[src/rtl/mc_maindec_pkg.sv]
// Shared types and constants for the multicycle main control FSM.
package mc_pkg;

  typedef enum logic [3:0] {
    OP_NOOP = 4'b0000,
    OP_JR   = 4'b0001,
    OP_JI   = 4'b0010,
    OP_BE   = 4'b0011,
    OP_SW   = 4'b0101,
    OP_MFLO = 4'b0110,
    OP_LW   = 4'b0111,
    OP_LI   = 4'b1000,
    OP_ADD  = 4'b1001,
    OP_XOR  = 4'b1010,
    OP_AND  = 4'b1011,
    OP_OR   = 4'b1100,
    OP_MULT = 4'b1101,
    OP_SLL  = 4'b1110,
    OP_SLR  = 4'b1111
  } opcode_t;

  typedef enum logic [2:0] {
    S_FETCH,
    S_DECODE,
    S_EXEC,
    S_MEM,
    S_WB,
    S_MULT,
    S_TRAP
  } state_t;

  localparam logic [1:0] PCSRC_PC1 = 2'b00;
  localparam logic [1:0] PCSRC_BR  = 2'b01;
  localparam logic [1:0] PCSRC_JI  = 2'b10;
  localparam logic [1:0] PCSRC_REG = 2'b11;

  localparam int MUL_CYCLES_DEF = 4;

  // Register-register ALU operations that write rd.
  function automatic logic is_rtype(input opcode_t o);
    return (o == OP_ADD) || (o == OP_XOR) || (o == OP_AND) ||
           (o == OP_OR)  || (o == OP_SLL) || (o == OP_SLR);
  endfunction

endpackage

[src/rtl/mc_maindec_if.sv]
// Control bundle between the instruction register / datapath and the main FSM.
interface mc_maindec_if #(parameter int OPW = 4);
  logic [OPW-1:0] op;
  logic           zero;
  logic           mem_ready;
  logic           memread;
  logic           memwrite;
  logic           iord;
  logic           irwrite;
  logic           pcwrite;
  logic [1:0]     pcsrc;
  logic           alusrc;
  logic           regdst;
  logic           regwrite;
  logic           mem2reg;
  logic           lo2reg;
  logic           hilowrite;
  logic           instr_done;
  logic           illegal;

  // Controller side: consumes opcode and status, drives the enables.
  modport master (
    input  op, zero, mem_ready,
    output memread, memwrite, iord, irwrite, pcwrite, pcsrc,
           alusrc, regdst, regwrite, mem2reg, lo2reg, hilowrite,
           instr_done, illegal
  );

  // Datapath side: the mirror image.
  modport slave (
    output op, zero, mem_ready,
    input  memread, memwrite, iord, irwrite, pcwrite, pcsrc,
           alusrc, regdst, regwrite, mem2reg, lo2reg, hilowrite,
           instr_done, illegal
  );
endinterface

[src/rtl/mc_maindec_mul_timer.sv]
// Cycle counter that marks the final cycle of a multi-cycle multiply.
module mul_timer
  import mc_pkg::*;
#(
  parameter int MUL_CYCLES = MUL_CYCLES_DEF
) (
  input  logic clk,
  input  logic reset,
  input  logic clear,
  input  logic en,
  output logic last
);

  localparam int CW = $clog2(MUL_CYCLES + 1);
  localparam logic [CW-1:0] LAST_CNT = CW'(MUL_CYCLES - 1);

  logic [CW-1:0] cnt_q, cnt_d;

  // Clear has priority so a new multiply always starts from zero.
  always_comb begin
    cnt_d = cnt_q;
    if (clear)   cnt_d = '0;
    else if (en) cnt_d = cnt_q + CW'(1);
  end

  // Counter register.
  always_ff @(posedge clk) begin
    if (reset) cnt_q <= '0;
    else       cnt_q <= cnt_d;
  end

  assign last = en && (cnt_q == LAST_CNT);

endmodule

[src/rtl/mc_maindec.sv]
// Multicycle main control FSM: fetch/decode/exec/mem/wb sequencing with
// memory-ready stalls, a timed MULT state and a sticky illegal-opcode trap.
module mc_maindec
  import mc_pkg::*;
#(
  parameter int OPW        = 4,
  parameter int MUL_CYCLES = MUL_CYCLES_DEF
) (
  input  logic          clk,
  input  logic          reset,
  mc_maindec_if.master  bus
);

  state_t  state_q, state_d;
  opcode_t opc;
  logic    upper_nz;
  logic    legal;
  logic    mul_clear, mul_en, mul_last;

  assign opc = opcode_t'(bus.op[3:0]);

  generate
    if (OPW > 4) begin : g_wide
      assign upper_nz = |bus.op[OPW-1:4];
    end else begin : g_narrow
      assign upper_nz = 1'b0;
    end
  endgenerate

  assign legal = !upper_nz && (bus.op[3:0] != 4'b0100);

  // Counter restarts on the DECODE->MULT transition and runs only in MULT.
  assign mul_clear = (state_q == S_DECODE) && (state_d == S_MULT);
  assign mul_en    = (state_q == S_MULT);

  mul_timer #(.MUL_CYCLES(MUL_CYCLES)) u_mul_timer (
    .clk   (clk),
    .reset (reset),
    .clear (mul_clear),
    .en    (mul_en),
    .last  (mul_last)
  );

  // State register; reset returns to FETCH from any state, including TRAP.
  always_ff @(posedge clk) begin
    if (reset) state_q <= S_FETCH;
    else       state_q <= state_d;
  end

  // Next-state and control outputs from state, opcode, zero and mem_ready.
  always_comb begin
    state_d        = state_q;
    bus.memread    = 1'b0;
    bus.memwrite   = 1'b0;
    bus.iord       = 1'b0;
    bus.irwrite    = 1'b0;
    bus.pcwrite    = 1'b0;
    bus.pcsrc      = PCSRC_PC1;
    bus.alusrc     = 1'b0;
    bus.regdst     = 1'b0;
    bus.regwrite   = 1'b0;
    bus.mem2reg    = 1'b0;
    bus.lo2reg     = 1'b0;
    bus.hilowrite  = 1'b0;
    bus.instr_done = 1'b0;
    bus.illegal    = 1'b0;

    case (state_q)
      S_FETCH: begin
        bus.memread = 1'b1;
        if (bus.mem_ready) begin
          bus.irwrite = 1'b1;
          bus.pcwrite = 1'b1;
          state_d     = S_DECODE;
        end
      end

      S_DECODE: begin
        if (!legal)                 state_d = S_TRAP;
        else if (opc == OP_NOOP) begin
          bus.instr_done = 1'b1;
          state_d        = S_FETCH;
        end
        else if (opc == OP_MULT)    state_d = S_MULT;
        else                        state_d = S_EXEC;
      end

      S_EXEC: begin
        state_d = S_WB;
        case (opc)
          OP_JR: begin
            bus.pcwrite    = 1'b1;
            bus.pcsrc      = PCSRC_REG;
            bus.instr_done = 1'b1;
            state_d        = S_FETCH;
          end
          OP_JI: begin
            bus.pcwrite    = 1'b1;
            bus.pcsrc      = PCSRC_JI;
            bus.instr_done = 1'b1;
            state_d        = S_FETCH;
          end
          OP_BE: begin
            bus.pcwrite    = bus.zero;
            bus.pcsrc      = PCSRC_BR;
            bus.instr_done = 1'b1;
            state_d        = S_FETCH;
          end
          OP_LW, OP_SW: begin
            bus.alusrc = 1'b1;
            state_d    = S_MEM;
          end
          OP_LI:   bus.alusrc = 1'b1;
          default: bus.alusrc = 1'b0;
        endcase
      end

      S_MEM: begin
        bus.iord     = 1'b1;
        bus.memread  = (opc == OP_LW);
        bus.memwrite = (opc == OP_SW);
        if (bus.mem_ready) begin
          if (opc == OP_SW) begin
            bus.instr_done = 1'b1;
            state_d        = S_FETCH;
          end else begin
            state_d = S_WB;
          end
        end
      end

      S_WB: begin
        bus.regwrite   = 1'b1;
        bus.instr_done = 1'b1;
        bus.regdst     = is_rtype(opc);
        bus.mem2reg    = (opc == OP_LW);
        bus.lo2reg     = (opc == OP_MFLO);
        state_d        = S_FETCH;
      end

      S_MULT: begin
        if (mul_last) begin
          bus.hilowrite  = 1'b1;
          bus.instr_done = 1'b1;
          state_d        = S_FETCH;
        end
      end

      S_TRAP: begin
        bus.illegal = 1'b1;
      end

      default: state_d = S_FETCH;
    endcase
  end

endmodule

[src/flat_wrapper.sv]
// flat-port wrapper written by rule: the top's interface ports become plain ports
module mc_maindec_flat import mc_pkg::*;
#(
  parameter int OPW        = 4,
  parameter int MUL_CYCLES = MUL_CYCLES_DEF
)
  (clk, reset, bus_op, bus_zero, bus_mem_ready, bus_memread, bus_memwrite, bus_iord, bus_irwrite, bus_pcwrite, bus_pcsrc, bus_alusrc, bus_regdst, bus_regwrite, bus_mem2reg, bus_lo2reg, bus_hilowrite, bus_instr_done, bus_illegal);
  mc_maindec_if #(.OPW(OPW)) bus_i ();
  input  logic clk;
  input  logic reset;
  input wire logic [$bits(bus_i.op)-1:0] bus_op;
  input wire logic [$bits(bus_i.zero)-1:0] bus_zero;
  input wire logic [$bits(bus_i.mem_ready)-1:0] bus_mem_ready;
  output wire logic [$bits(bus_i.memread)-1:0] bus_memread;
  output wire logic [$bits(bus_i.memwrite)-1:0] bus_memwrite;
  output wire logic [$bits(bus_i.iord)-1:0] bus_iord;
  output wire logic [$bits(bus_i.irwrite)-1:0] bus_irwrite;
  output wire logic [$bits(bus_i.pcwrite)-1:0] bus_pcwrite;
  output wire logic [$bits(bus_i.pcsrc)-1:0] bus_pcsrc;
  output wire logic [$bits(bus_i.alusrc)-1:0] bus_alusrc;
  output wire logic [$bits(bus_i.regdst)-1:0] bus_regdst;
  output wire logic [$bits(bus_i.regwrite)-1:0] bus_regwrite;
  output wire logic [$bits(bus_i.mem2reg)-1:0] bus_mem2reg;
  output wire logic [$bits(bus_i.lo2reg)-1:0] bus_lo2reg;
  output wire logic [$bits(bus_i.hilowrite)-1:0] bus_hilowrite;
  output wire logic [$bits(bus_i.instr_done)-1:0] bus_instr_done;
  output wire logic [$bits(bus_i.illegal)-1:0] bus_illegal;
  assign bus_i.op = bus_op;
  assign bus_i.zero = bus_zero;
  assign bus_i.mem_ready = bus_mem_ready;
  assign bus_memread = bus_i.memread;
  assign bus_memwrite = bus_i.memwrite;
  assign bus_iord = bus_i.iord;
  assign bus_irwrite = bus_i.irwrite;
  assign bus_pcwrite = bus_i.pcwrite;
  assign bus_pcsrc = bus_i.pcsrc;
  assign bus_alusrc = bus_i.alusrc;
  assign bus_regdst = bus_i.regdst;
  assign bus_regwrite = bus_i.regwrite;
  assign bus_mem2reg = bus_i.mem2reg;
  assign bus_lo2reg = bus_i.lo2reg;
  assign bus_hilowrite = bus_i.hilowrite;
  assign bus_instr_done = bus_i.instr_done;
  assign bus_illegal = bus_i.illegal;
  mc_maindec #(.OPW(OPW), .MUL_CYCLES(MUL_CYCLES)) u_core (.clk(clk), .reset(reset), .bus(bus_i));
endmodule
[config.mk]
export PLATFORM = sky130hd
export DESIGN_NAME = mc_maindec_flat
export DESIGN_NICKNAME = d
export VERILOG_FILES = /design/src/rtl/mc_maindec_pkg.sv /design/src/rtl/mc_maindec_if.sv /design/src/rtl/mc_maindec_mul_timer.sv /design/src/rtl/mc_maindec.sv /design/src/flat_wrapper.sv
export SDC_FILE = /design/constraint.sdc
export NUM_CORES = 1
export LEC_CHECK = 0
export ABC_AREA = 1
export CAP_MARGIN = 0
export CORE_MARGIN = 5
export CORE_UTILIZATION = 40
export CTS_CLUSTER_SIZE = 25
export DETAILED_ROUTE_END_ITERATION = 10
export GPL_TIMING_DRIVEN = 0
export PLACE_DENSITY = 0.74
export SLEW_MARGIN = 20
export SYNTH_ARGS = -nofsm -noshare
export SYNTH_HDL_FRONTEND = slang
export SYNTH_SLANG_ARGS = --single-unit
export TNS_END_PERCENT = 100
[constraint.sdc]
create_clock -name clk -period 1.5 [get_ports clk]
set_input_delay 0.15 -clock clk [delete_from_list [all_inputs] [get_ports clk]]
set_output_delay 0.15 -clock clk [all_outputs]
set_load 0.005 [all_outputs]
==> results of run 1 <==
==> flip-flops by register name (all words and copies together), names as in the netlist <==
signal and count:
u_core.state_q 3, u_core.u_mul_timer.cnt_q 3
==> repair_timing <==
item | 4_1_cts | 5_1_grt
endpoints found under the setup margin | 15 | 14
pin swaps | 2 | 6
gates cloned | 0 | 0
buffers inserted | 4 | 2
gates resized for setup | 35 | 26
==> per-stage QoR <==
step	area [µm²]	power [mW]	hold slack [ns]	setup slack [ns]
floorplan	595.6	0.2554	0.2224	0.3808
global placement	835.8	0.3261	0.4526	-0.4067
detailed placement	835.8	0.3289	0.4596	-0.4361
CTS	908.4	0.4824	0.4662	-0.2028
global route	944.7	0.5291	0.4981	-0.09324
finish	944.7	0.4909	0.4620	-0.03780
==> worst min path at each step <==
| stage | to | slack, ns | depth (start not counted) |
|---|---|---|---|
| 2_1_floorplan | u_core.state_q[0]$_SDFF_PP0_ | 0.22 | 1 |
| 3_3_place_gp | u_core.u_mul_timer.cnt_q[2]$_SDFFE_PP0P_ | 0.45 | 2 |
| 3_5_place_dp | u_core.u_mul_timer.cnt_q[2]$_SDFFE_PP0P_ | 0.46 | 2 |
| 4_1_cts | u_core.u_mul_timer.cnt_q[1]$_SDFFE_PP0P_ | 0.47 | 2 |
| 5_1_grt | u_core.u_mul_timer.cnt_q[2]$_SDFFE_PP0P_ | 0.50 | 2 |
| 6_report | u_core.u_mul_timer.cnt_q[2]$_SDFFE_PP0P_ | 0.46 | 2 |
==> logic make-up (layout without fill, tap and decap cells) <==
family                   Yosys count  count (layout)  share of synthesized area
XOR/XNOR                           1               1                    0.01471
AND/OR/NAND/NOR                   73              73                     0.5819
adder cells (fa/ha/maj)            2               2                    0.04201
flip-flops                         6               6                     0.2017
AO/OA/AOI/OAI                      6               6                    0.05250
buffers and inverters             17              47                     0.1071
==> routing by layer <==
metal  vias to the layer above  global-route usage  wire [µm]
met5                         -                   0          0
met4                         0             0.02242          0
met3                         0             0.06748        114
met2                        23              0.2391        893
met1                       322              0.1704        731
li1                        392                   -          -
==> final cells by class <==
cell class	instances	area, µm²
clock buffers	3	22.52
fillers	121	509.2
inverters	17	68.82
multi-input cells	82	471.7
flip-flops and latches	6	132.6
well taps	16	20.02
repair buffers	27	229.0
==> power groups by stage <==
stage          clock, mW  combinational [mW]  sequential, mW
6_report           0.138               0.171           0.181
5_1_grt            0.160               0.188           0.182
2_1_floorplan          0              0.0766           0.179
3_5_place_dp           0               0.149           0.180
3_3_place_gp           0               0.147           0.179
4_1_cts            0.147               0.157           0.178
==> worst min-delay path: stages, from the launching register on <==
cell	delay, ns
dfxtp_1	0.30
nand2_1	0.06
a21oi_1	0.05
==> placed cells by master (no fill, tap or decap), types with 2 or more instances in the layout <==
master / netlist / layout
a21oi_1: 3 / 3
buf_2: 0 / 3
buf_4: 0 / 3
buf_6: 0 / 2
clkbuf_2: 0 / 4
clkbuf_4: 0 / 3
clkdlybuf4s15_1: 0 / 3
clkdlybuf4s50_1: 0 / 5
dfxtp_1: 6 / 2
dfxtp_4: 0 / 3
dlygate4sd2_1: 0 / 5
dlymetal6s2s_1: 0 / 2
inv_1: 9 / 8
inv_2: 8 / 7
inv_4: 0 / 2
nand2_1: 28 / 28
nand2_4: 0 / 2
nand3_1: 8 / 6
nand3_2: 2 / 2
nand3_4: 0 / 2
nor2_1: 23 / 21
nor2_2: 3 / 4
nor2_4: 1 / 2
==> metrics.cfg, run 1 <==
[run]
cap_violations = 0

[floorplan]
core_um2 = 1454
dieArea_um2 = 2361
die_h_um = 48.59
start_util = 0.4096
io_pins = 23
dieWidth_um = 48.59
rows = 14

[worst_setup_path]
r2r-start = u_core.u_mul_timer.cnt_q[0]$_SDFFE_PP0P_
crit_cells = 4
cp-endpoint = bus_iord
crit_required_ns = 1.35
cp_num_buf_inv = 3
crit_type = reg -> out
cp_max_fo = 4
cpPeakStageDelay_ns = 0.50
cp-end-kind = output pin
crit_chain = inv_4, nand3_2, inv_2, clkdlybuf4s50_1
r2r_end = u_core.u_mul_timer.cnt_q[2]$_SDFFE_PP0P_
worstPathArrival_ns = 1.39
slowest_stage = clkdlybuf4s50_1
rrSetupSlack_ns = 0.36
startpoint_type = flop
worstSetupStartpoint = u_core.state_q[2]$_SDFF_PP0_
crit_family = buffers and inverters
worstRegToRegCells = 4

[global_routing]
first_global_vias = 658
overflow = 0
antenna_found_initial = 0
grt_usage = 0.1439
grt_pass1_wl_um = 2842
grt_max_degree = 8

[layout]
drive_above_1_share = 0.3333
stdcell_count = 151
antenna_cells = 0
final_util = 0.6497
nets = 147
area_growth_pct = 58.61

[power]
power.internal_uw = 333.7
pwr-share-seq = 0.369
switchingPower_uw = 157.2
switching_share = 0.3202
p_clk_frac = 0.282
p_leak_nw = 0.5023
ir_drop_uv = 792.4
combPwrFrac = 0.349
cellPowerDensity_nw_per_um2 = 519.7

[synthesis]
synth_cell_types = 21
yosysMostFrequentCell = nand2_1
synth_area_um2 = 595.6
ys_seq_elements = 6
synth-edff-count = 0
yosys.area.top_type = dfxtp_1
synth_area_per_cell_um2 = 5.672
synth_area_leaders = dfxtp_1 (20%), nand2_1 (18%), nor2_1 (14%)
yosys_warnings = 0
synth_ff_type = dfxtp_1
synthArstFlopShare = 0
synth_top_area_share = 0.2017
netlist_instances = 105
synth_common_cells = nand2_1 (28), nor2_1 (23), inv_1 (9), inv_2 (8), nand3_1 (8)
synth_fp_nets = 115
synth-seq-area-share = 0.2017

[clocking]
cts.root.buffer_cell = clkbuf_4
clk_path_buf_depth = 2
postCtsHoldBufs = 0
cts_tree = built
numCtsBuffers = 3
cts_num_sinks = 6
clk_latency_ns = 0.23
clk_pin_slew_worst_paths_ns = 0.04
h-tree-depth = 1

[routing]
postRouteAntennaNets = 0
viasPerCell = 4.881
drc = 0
wl_um = 1738
initialDrtViolationCount = 7
dr.pass1.iters = 5
via_count = 737
routedWlPerCell_um = 11.51

[sta]
setup_ws_ns = -0.03780
tightestPinTransition_ns = 0.3171
slew_violations = 0
finalSetupViolations = 3
fmax_mhz = 650.3
finalClockSkew_ns = 0.0001815
relSlewSlack = 0.7874
fin_setup_tns_ns = -0.09004
fin_crit_sh = 1.025
fin_crit_ns = 1.538
rsz0062_at_grt = yes
hold_viol = 0

[outcome]
violations = negative setup slack
outcome = finished with violations

[placed_design]
numPortBuffers = 22
post-place-cells = 143
gp_congestion = 0.7785
place_hpwl_um = 1277

[hold_path]
min_from = u_core.u_mul_timer.cnt_q[2]$_SDFFE_PP0P_
hold_class = reg -> reg

Power figures use the tool's default switching activity.
==> run 2, diff against run 1 <==
--- a/config.mk
+++ b/config.mk
@@ -7,7 +7,7 @@
 export LEC_CHECK = 0
 export ABC_AREA = 1
 export CAP_MARGIN = 0
-export CORE_MARGIN = 5
+export CORE_MARGIN = 3
 export CORE_UTILIZATION = 40
 export CTS_CLUSTER_SIZE = 25
 export DETAILED_ROUTE_END_ITERATION = 10
==> run 2 against run 1 <==
Worst hold slack got worse by 0.0025 ns. Die area fell by 16%. Non-clock buffer count rose by 4. The run still ends with negative setup slack left. Fmax fell by 0.24%. Clock skew rose by 0.0041 ns. Clock-buffer cell count did not move. Wire length rose by 1.3%. Critical path type unchanged. Utilization rose by 9.1 points. Largest cell class unchanged. Design area rose by 5.8%.
==> metrics.cfg, run 2 (synthesis gave the netlist of run 1 again) <==
[outcome]
outcome = finished with violations
violations = negative setup slack

[hold_path]
hold_class = reg -> reg
min_from = u_core.u_mul_timer.cnt_q[2]$_SDFFE_PP0P_
hold_path_depth = 2  ; unchanged
worstHoldEndpoint = u_core.u_mul_timer.cnt_q[2]$_SDFFE_PP0P_

[placed_design]
place_hpwl_um = 1266  ; -0.88%
numPortBuffers = 22  ; unchanged
place_ws_ns = -0.4641  ; -0.02794 ns
gp_congestion = 0.8292  ; +6.5%

[floorplan]
io_pins = 23  ; unchanged
dieWidth_um = 44.59  ; -8.2%
core_um2 = 1350  ; -7.1%
rows = 13  ; -1
start_util = 0.4411  ; +0.03151
die_h_um = 44.59  ; -8.2%
dieArea_um2 = 1988  ; -16%

[clocking]
numCtsBuffers = 3  ; unchanged
postCtsHoldBufs = 0  ; unchanged
clk_pin_slew_worst_paths_ns = 0.04  ; about the same
cts_num_sinks = 6  ; unchanged
cts.root.buffer_cell = clkbuf_4
clk_path_buf_depth = 2  ; unchanged
clk_latency_ns = 0.24  ; about the same
h-tree-depth = 1  ; unchanged
cts_tree = built

[worst_setup_path]
cp_max_fo = 4  ; unchanged
r2r_end = u_core.state_q[1]$_SDFF_PP0_
rrSetupSlack_ns = 0.26  ; -0.10 ns
worstRegToRegCells = 8  ; +4
worstPathArrival_ns = 1.39  ; about the same
crit_required_ns = 1.35  ; about the same
startpoint_type = flop
crit_type = reg -> out
r2r-start = u_core.state_q[2]$_SDFF_PP0_
cp-end-kind = output pin

[layout]
final_common_cell = nand2_1
antenna_cells = 0  ; unchanged
top_regs = u_core.state_q x3, u_core.u_mul_timer.cnt_q x3
nets = 151  ; +2.7%
area_growth_pct = 67.86
drive_above_1_share = 0.3525  ; +0.01918
fill_cells = 116  ; -4.1%
final_cell_mix = nand2_1 (28), nor2_1 (19), dlygate4sd2_1 (9)

[global_routing]
grt_max_degree = 8  ; unchanged
grt_usage = 0.1887  ; +0.04481
overflow = 0  ; unchanged
antenna_found_initial = 0  ; unchanged
first_global_vias = 659  ; +0.15%
grt_pass1_wl_um = 2842  ; unchanged

[routing]
routedWlPerCell_um = 11.43  ; -0.71%
initialDrtViolationCount = 29  ; +22
drc = 0  ; unchanged
wl_met2_um = 848  ; -5.0%
postRouteAntennaNets = 0  ; unchanged
wl_met3_um = 130  ; +14%
dr.pass1.iters = 4  ; -1
wl_um = 1760  ; +1.3%
viasPerCell = 4.994  ; +2.3%
via_count = 769  ; +4.3%
top_layer = met3
wl_met1_um = 782  ; +7.0%

[sta]
fin_crit_sh = 1.028  ; +0.002417
relSlewSlack = 0.8015  ; +0.01405
finalSetupViolations = 3  ; unchanged
hold_viol = 0  ; unchanged
fin_crit_ns = 1.541  ; +0.003625 ns
fin_setup_tns_ns = -0.09174  ; -0.001702 ns
fmax_mhz = 648.8  ; -0.24%
rsz0062_at_grt = yes
slew_violations = 0  ; unchanged
whs_ns = 0.4595  ; -0.002519 ns
setup_ws_ns = -0.04142  ; -0.003625 ns
tightestPinTransition_ns = 0.2978  ; -0.01935 ns
finalClockSkew_ns = 0.004282  ; +0.004101 ns

[power]
switchingPower_uw = 164.8  ; +4.8%
cellPowerDensity_nw_per_um2 = 493.7  ; -5.0%
pwr-share-seq = 0.367  ; -0.002
combPwrFrac = 0.345  ; -0.004
p_clk_frac = 0.288  ; +0.006
switching_share = 0.3338  ; +0.01365
p_leak_nw = 0.5232  ; +4.2%
power.internal_uw = 328.8  ; -1.5%
ir_drop_uv = 694.0  ; -12%

[run]
cap_violations = 0  ; unchanged

==> run 2: cell type report <==
class | count | area [µm²] | share of cell area
multi-input cells | 82 | 494.2 | 0.4944
repair buffers | 31 | 260.3 | 0.2603
flip-flops and latches | 6 | 132.6 | 0.1327
inverters | 17 | 71.32 | 0.07134
clock buffers | 3 | 22.52 | 0.02253
well taps | 15 | 18.77 | 0.01877
==> run 2: worst max path at each step <==
| stage | cells after the start | slack (ns) | end | from |
|---|---|---|---|---|
| after floorplan | 6 | 0.38 | bus_instr_done | u_core.u_mul_timer.cnt_q[0]$_SDFFE_PP0P_ |
| after global routing | 7 | -0.08 | bus_pcwrite | u_core.state_q[0]$_SDFF_PP0_ |
| final | 6 | -0.04 | bus_alusrc | u_core.state_q[2]$_SDFF_PP0_ |
| after detailed placement | 5 | -0.46 | bus_pcwrite | bus_op[2] |
| after CTS | 4 | -0.06 | bus_illegal | u_core.state_q[0]$_SDFF_PP0_ |
| after global placement | 5 | -0.42 | bus_pcwrite | bus_op[2] |
==> run 2: worst max-delay path, cell delays in order (launching register included) <==
cell and delay (ns):
dfxtp_4 0.34, buf_4 0.16, nor2_4 0.17, buf_4 0.15, nand2_2 0.05, nand2_1 0.05
dlygate4sd2_1 0.23
==> run 2: per-stage QoR <==
step	utilization	power (mW)	instances	area, µm²
finish	0.7405	0.4936	154	999.7
global route	0.7405	0.5289	154	999.7
CTS	0.6766	0.4767	150	913.4
detailed placement	0.6182	0.3292	142	834.6
global placement	0.6182	0.3257	142	834.6
floorplan	-	0.2554	105	595.6
==> run 2: layer usage <==
layer,global-route usage,up-vias
met2,0.3123,25
met4,0.01807,0
met5,0,-
li1,-,400
met1,0.2379,344
met3,0.07317,0
==> run 2: power groups by stage <==
stage / clock network, mW / logic, mW / registers (mW)
after floorplan: 0 / 0.0766 / 0.179
after global placement: 0 / 0.146 / 0.180
after detailed placement: 0 / 0.149 / 0.181
after CTS: 0.148 / 0.152 / 0.177
after global routing: 0.159 / 0.188 / 0.182
final: 0.142 / 0.170 / 0.181
==> run 2: timing repair <==
action                                  in CTS  in global routing
gates cloned                                 0                  0
gates resized for setup                     42                 21
endpoints found under the setup margin      15                 12
setup buffers                                6                  4
pin swaps                                    3                  3
==> run 3, diff against run 2 <==
--- a/config.mk
+++ b/config.mk
@@ -13,6 +13,7 @@
 export DETAILED_ROUTE_END_ITERATION = 10
 export GPL_TIMING_DRIVEN = 0
 export PLACE_DENSITY = 0.74
+export SKIP_CTS_REPAIR_TIMING = 1
 export SLEW_MARGIN = 20
 export SYNTH_ARGS = -nofsm -noshare
 export SYNTH_HDL_FRONTEND = slang
==> run 3 against run 2 <==
The flow still finishes with violations (negative setup slack). Worst hold slack barely moved. Sequential power barely moved. Fmax fell by 3.6%. Clock power barely moved. Critical path type unchanged. Largest cell class unchanged. Largest power group is now combinational logic. Highest routed layer is now met4.
==> metrics.cfg, run 3 (synthesis gave the netlist of run 1 again) <==
[floorplan]
start_util = 0.4411  ; unchanged
die_h_um = 44.59  ; unchanged
dieWidth_um = 44.59  ; unchanged
rows = 13  ; unchanged
io_pins = 23  ; unchanged
dieArea_um2 = 1988  ; unchanged
core_um2 = 1350  ; unchanged

[worst_setup_path]
cpPeakStageDelay_ns = 0.53  ; +0.19 ns
crit_chain = inv_4, nand2_2, nor2_2, clkdlybuf4s50_1
r2r_end = u_core.state_q[2]$_SDFF_PP0_
r2r-start = u_core.u_mul_timer.cnt_q[0]$_SDFFE_PP0P_
rrSetupSlack_ns = 0.36  ; +0.10 ns
crit_type = reg -> out
cp_num_buf_inv = 2  ; -1
crit_required_ns = 1.35  ; about the same
cp_max_fo = 3  ; -1
crit_cells = 4  ; -2
slowest_stage = clkdlybuf4s50_1
cp-endpoint = bus_illegal
worstRegToRegCells = 8  ; unchanged
worstPathArrival_ns = 1.45  ; +0.06 ns
cp-end-kind = output pin
worstSetupStartpoint = u_core.state_q[0]$_SDFF_PP0_
crit_family = buffers and inverters
startpoint_type = flop

[sta]
tightestPinTransition_ns = 0.2970  ; -0.0007534 ns
finalClockSkew_ns = 0.003400  ; -0.0008819 ns
fmax_mhz = 625.7  ; -3.6%
hold_viol = 0  ; unchanged
fin_crit_sh = 1.065  ; +0.03786
finalSetupViolations = 2  ; -1
whs_ns = 0.4596  ; +0.00007100 ns
rsz0062_at_grt = yes
relSlewSlack = 0.8017  ; about the same
slew_violations = 0  ; unchanged
fin_setup_tns_ns = -0.1620  ; -0.07029 ns
setup_ws_ns = -0.09822  ; -0.05679 ns
fin_crit_ns = 1.598  ; +0.05679 ns

[clocking]
clk_path_buf_depth = 2  ; unchanged
cts_num_sinks = 6  ; unchanged
cts.root.buffer_cell = clkbuf_4
h-tree-depth = 1  ; unchanged
cts_tree = built
numCtsBuffers = 3  ; unchanged
clk_pin_slew_worst_paths_ns = 0.04  ; about the same
clk_latency_ns = 0.24  ; about the same

[layout]
top_regs = u_core.state_q x3, u_core.u_mul_timer.cnt_q x3
drive_above_1_share = 0.3333  ; -0.01918
nets = 150  ; -0.66%
final_cell_mix = nand2_1 (28), nor2_1 (19), dlymetal6s2s_1 (15)
multiInputGateArea_um2 = 494.2  ; unchanged
antenna_cells = 0  ; unchanged
regArea_um2 = 133.9  ; +0.94%
final_common_cell = nand2_1
area_growth_pct = 76.26
stdcell_count = 153  ; -0.65%
fill_cells = 97  ; -16%

[placed_design]
place_ws_ns = -0.4641  ; unchanged
gp_congestion = 0.8292  ; unchanged
numPortBuffers = 22  ; unchanged
place_hpwl_um = 1266  ; unchanged
post-place-cells = 142  ; unchanged

[global_routing]
overflow = 0  ; unchanged
grt_max_degree = 8  ; unchanged
grt_use_met1 = 0.2324  ; -0.005419
first_global_vias = 624  ; -5.3%
antenna_found_initial = 0  ; unchanged
grt_use_met2 = 0.2808  ; -0.03152
grtUsageMet3 = 0.06911  ; -0.004065
grt_usage = 0.1770  ; -0.01174
busiest_layer = met2
grt_pass1_wl_um = 2670  ; -6.1%

[outcome]
violations = negative setup slack
outcome = finished with violations

[routing]
wl_um = 1814  ; +3.1%
drc = 0  ; unchanged
viasPerCell = 5.000  ; +0.13%
via_count = 765  ; -0.52%
routedWlPerCell_um = 11.86  ; +3.7%
postRouteAntennaNets = 0  ; unchanged
initialDrtViolationCount = 25  ; -14%
dr.pass1.iters = 4  ; unchanged

[power]
p_clk_frac = 0.282  ; -0.006
p_leak_nw = 0.6676  ; +28%
switching_share = 0.3232  ; -0.01060
combPwrFrac = 0.363  ; +0.018
ir_drop_uv = 661.9  ; -4.6%
switchingPower_uw = 163.3  ; -0.86%
power.internal_uw = 342.0  ; +4.0%
pwr-share-seq = 0.355  ; -0.012
cellPowerDensity_nw_per_um2 = 481.4  ; -2.5%

[run]
cap_violations = 0  ; unchanged

[hold_path]
hold_class = reg -> reg

run 3: cell count changes in the layout (fill, tap and decap cells not counted), sizes merged:
cell,previous run,this run
buf,12,10
dlygate4sd2,9,0
clkdlybuf4s15,2,0
clkbuf,5,3
dlymetal6s2s,2,15
clkdlybuf4s50,4,5
run 3: worst min-delay path by stage:
stage | start | endpoint | slack, ns | cells past startpoint
2_1_floorplan | reset | u_core.state_q[0]$_SDFF_PP0_ | 0.22 | 1
3_3_place_gp | u_core.u_mul_timer.cnt_q[1]$_SDFFE_PP0P_ | u_core.u_mul_timer.cnt_q[1]$_SDFFE_PP0P_ | 0.45 | 2
3_5_place_dp | u_core.u_mul_timer.cnt_q[2]$_SDFFE_PP0P_ | u_core.u_mul_timer.cnt_q[2]$_SDFFE_PP0P_ | 0.46 | 2
4_1_cts | u_core.u_mul_timer.cnt_q[2]$_SDFFE_PP0P_ | u_core.u_mul_timer.cnt_q[2]$_SDFFE_PP0P_ | 0.46 | 2
5_1_grt | u_core.u_mul_timer.cnt_q[2]$_SDFFE_PP0P_ | u_core.u_mul_timer.cnt_q[2]$_SDFFE_PP0P_ | 0.48 | 2
6_report | u_core.u_mul_timer.cnt_q[2]$_SDFFE_PP0P_ | u_core.u_mul_timer.cnt_q[2]$_SDFFE_PP0P_ | 0.46 | 2
run 3: layout make-up:
type	count	area share
clock buffers	3	0.02145
inverters	17	0.06555
multi-input cells	82	0.4708
flip-flops and latches	6	0.1275
well taps	15	0.01788
repair buffers	30	0.2968
run 3: power by group through the flow:
stage / clock network, mW / logic (mW) / registers [mW]
finish: 0.142 / 0.183 / 0.180
global route: 0.159 / 0.202 / 0.180
CTS: 0.148 / 0.149 / 0.178
detailed placement: 0 / 0.149 / 0.181
global placement: 0 / 0.146 / 0.180
floorplan: 0 / 0.0766 / 0.179
run 3: worst register-to-register path: cells and delay by family (launching register included):
family / cells / cell delay (ns)
flip-flops: 1 / 0.35
AND/OR/NAND/NOR: 5 / 0.30
buffers and inverters: 1 / 0.09
adder cells (fa/ha/maj): 2 / 0.28
run 3: routing by layer:
layer | up-vias | part of all wire
met4 | 0 | 0.0039
met2 | 26 | 0.49
met3 | 2 | 0.073
met5 | - | 0
met1 | 343 | 0.43
li1 | 394 | -
run 3: stage by stage:
step	util	instance area [µm²]	total power, mW
global placement	0.6182	834.6	0.3257
global route	0.7776	1050	0.5407
floorplan	-	595.6	0.2554
detailed placement	0.6182	834.6	0.3292
finish	0.7776	1050	0.5053
CTS	0.6348	857.1	0.4749
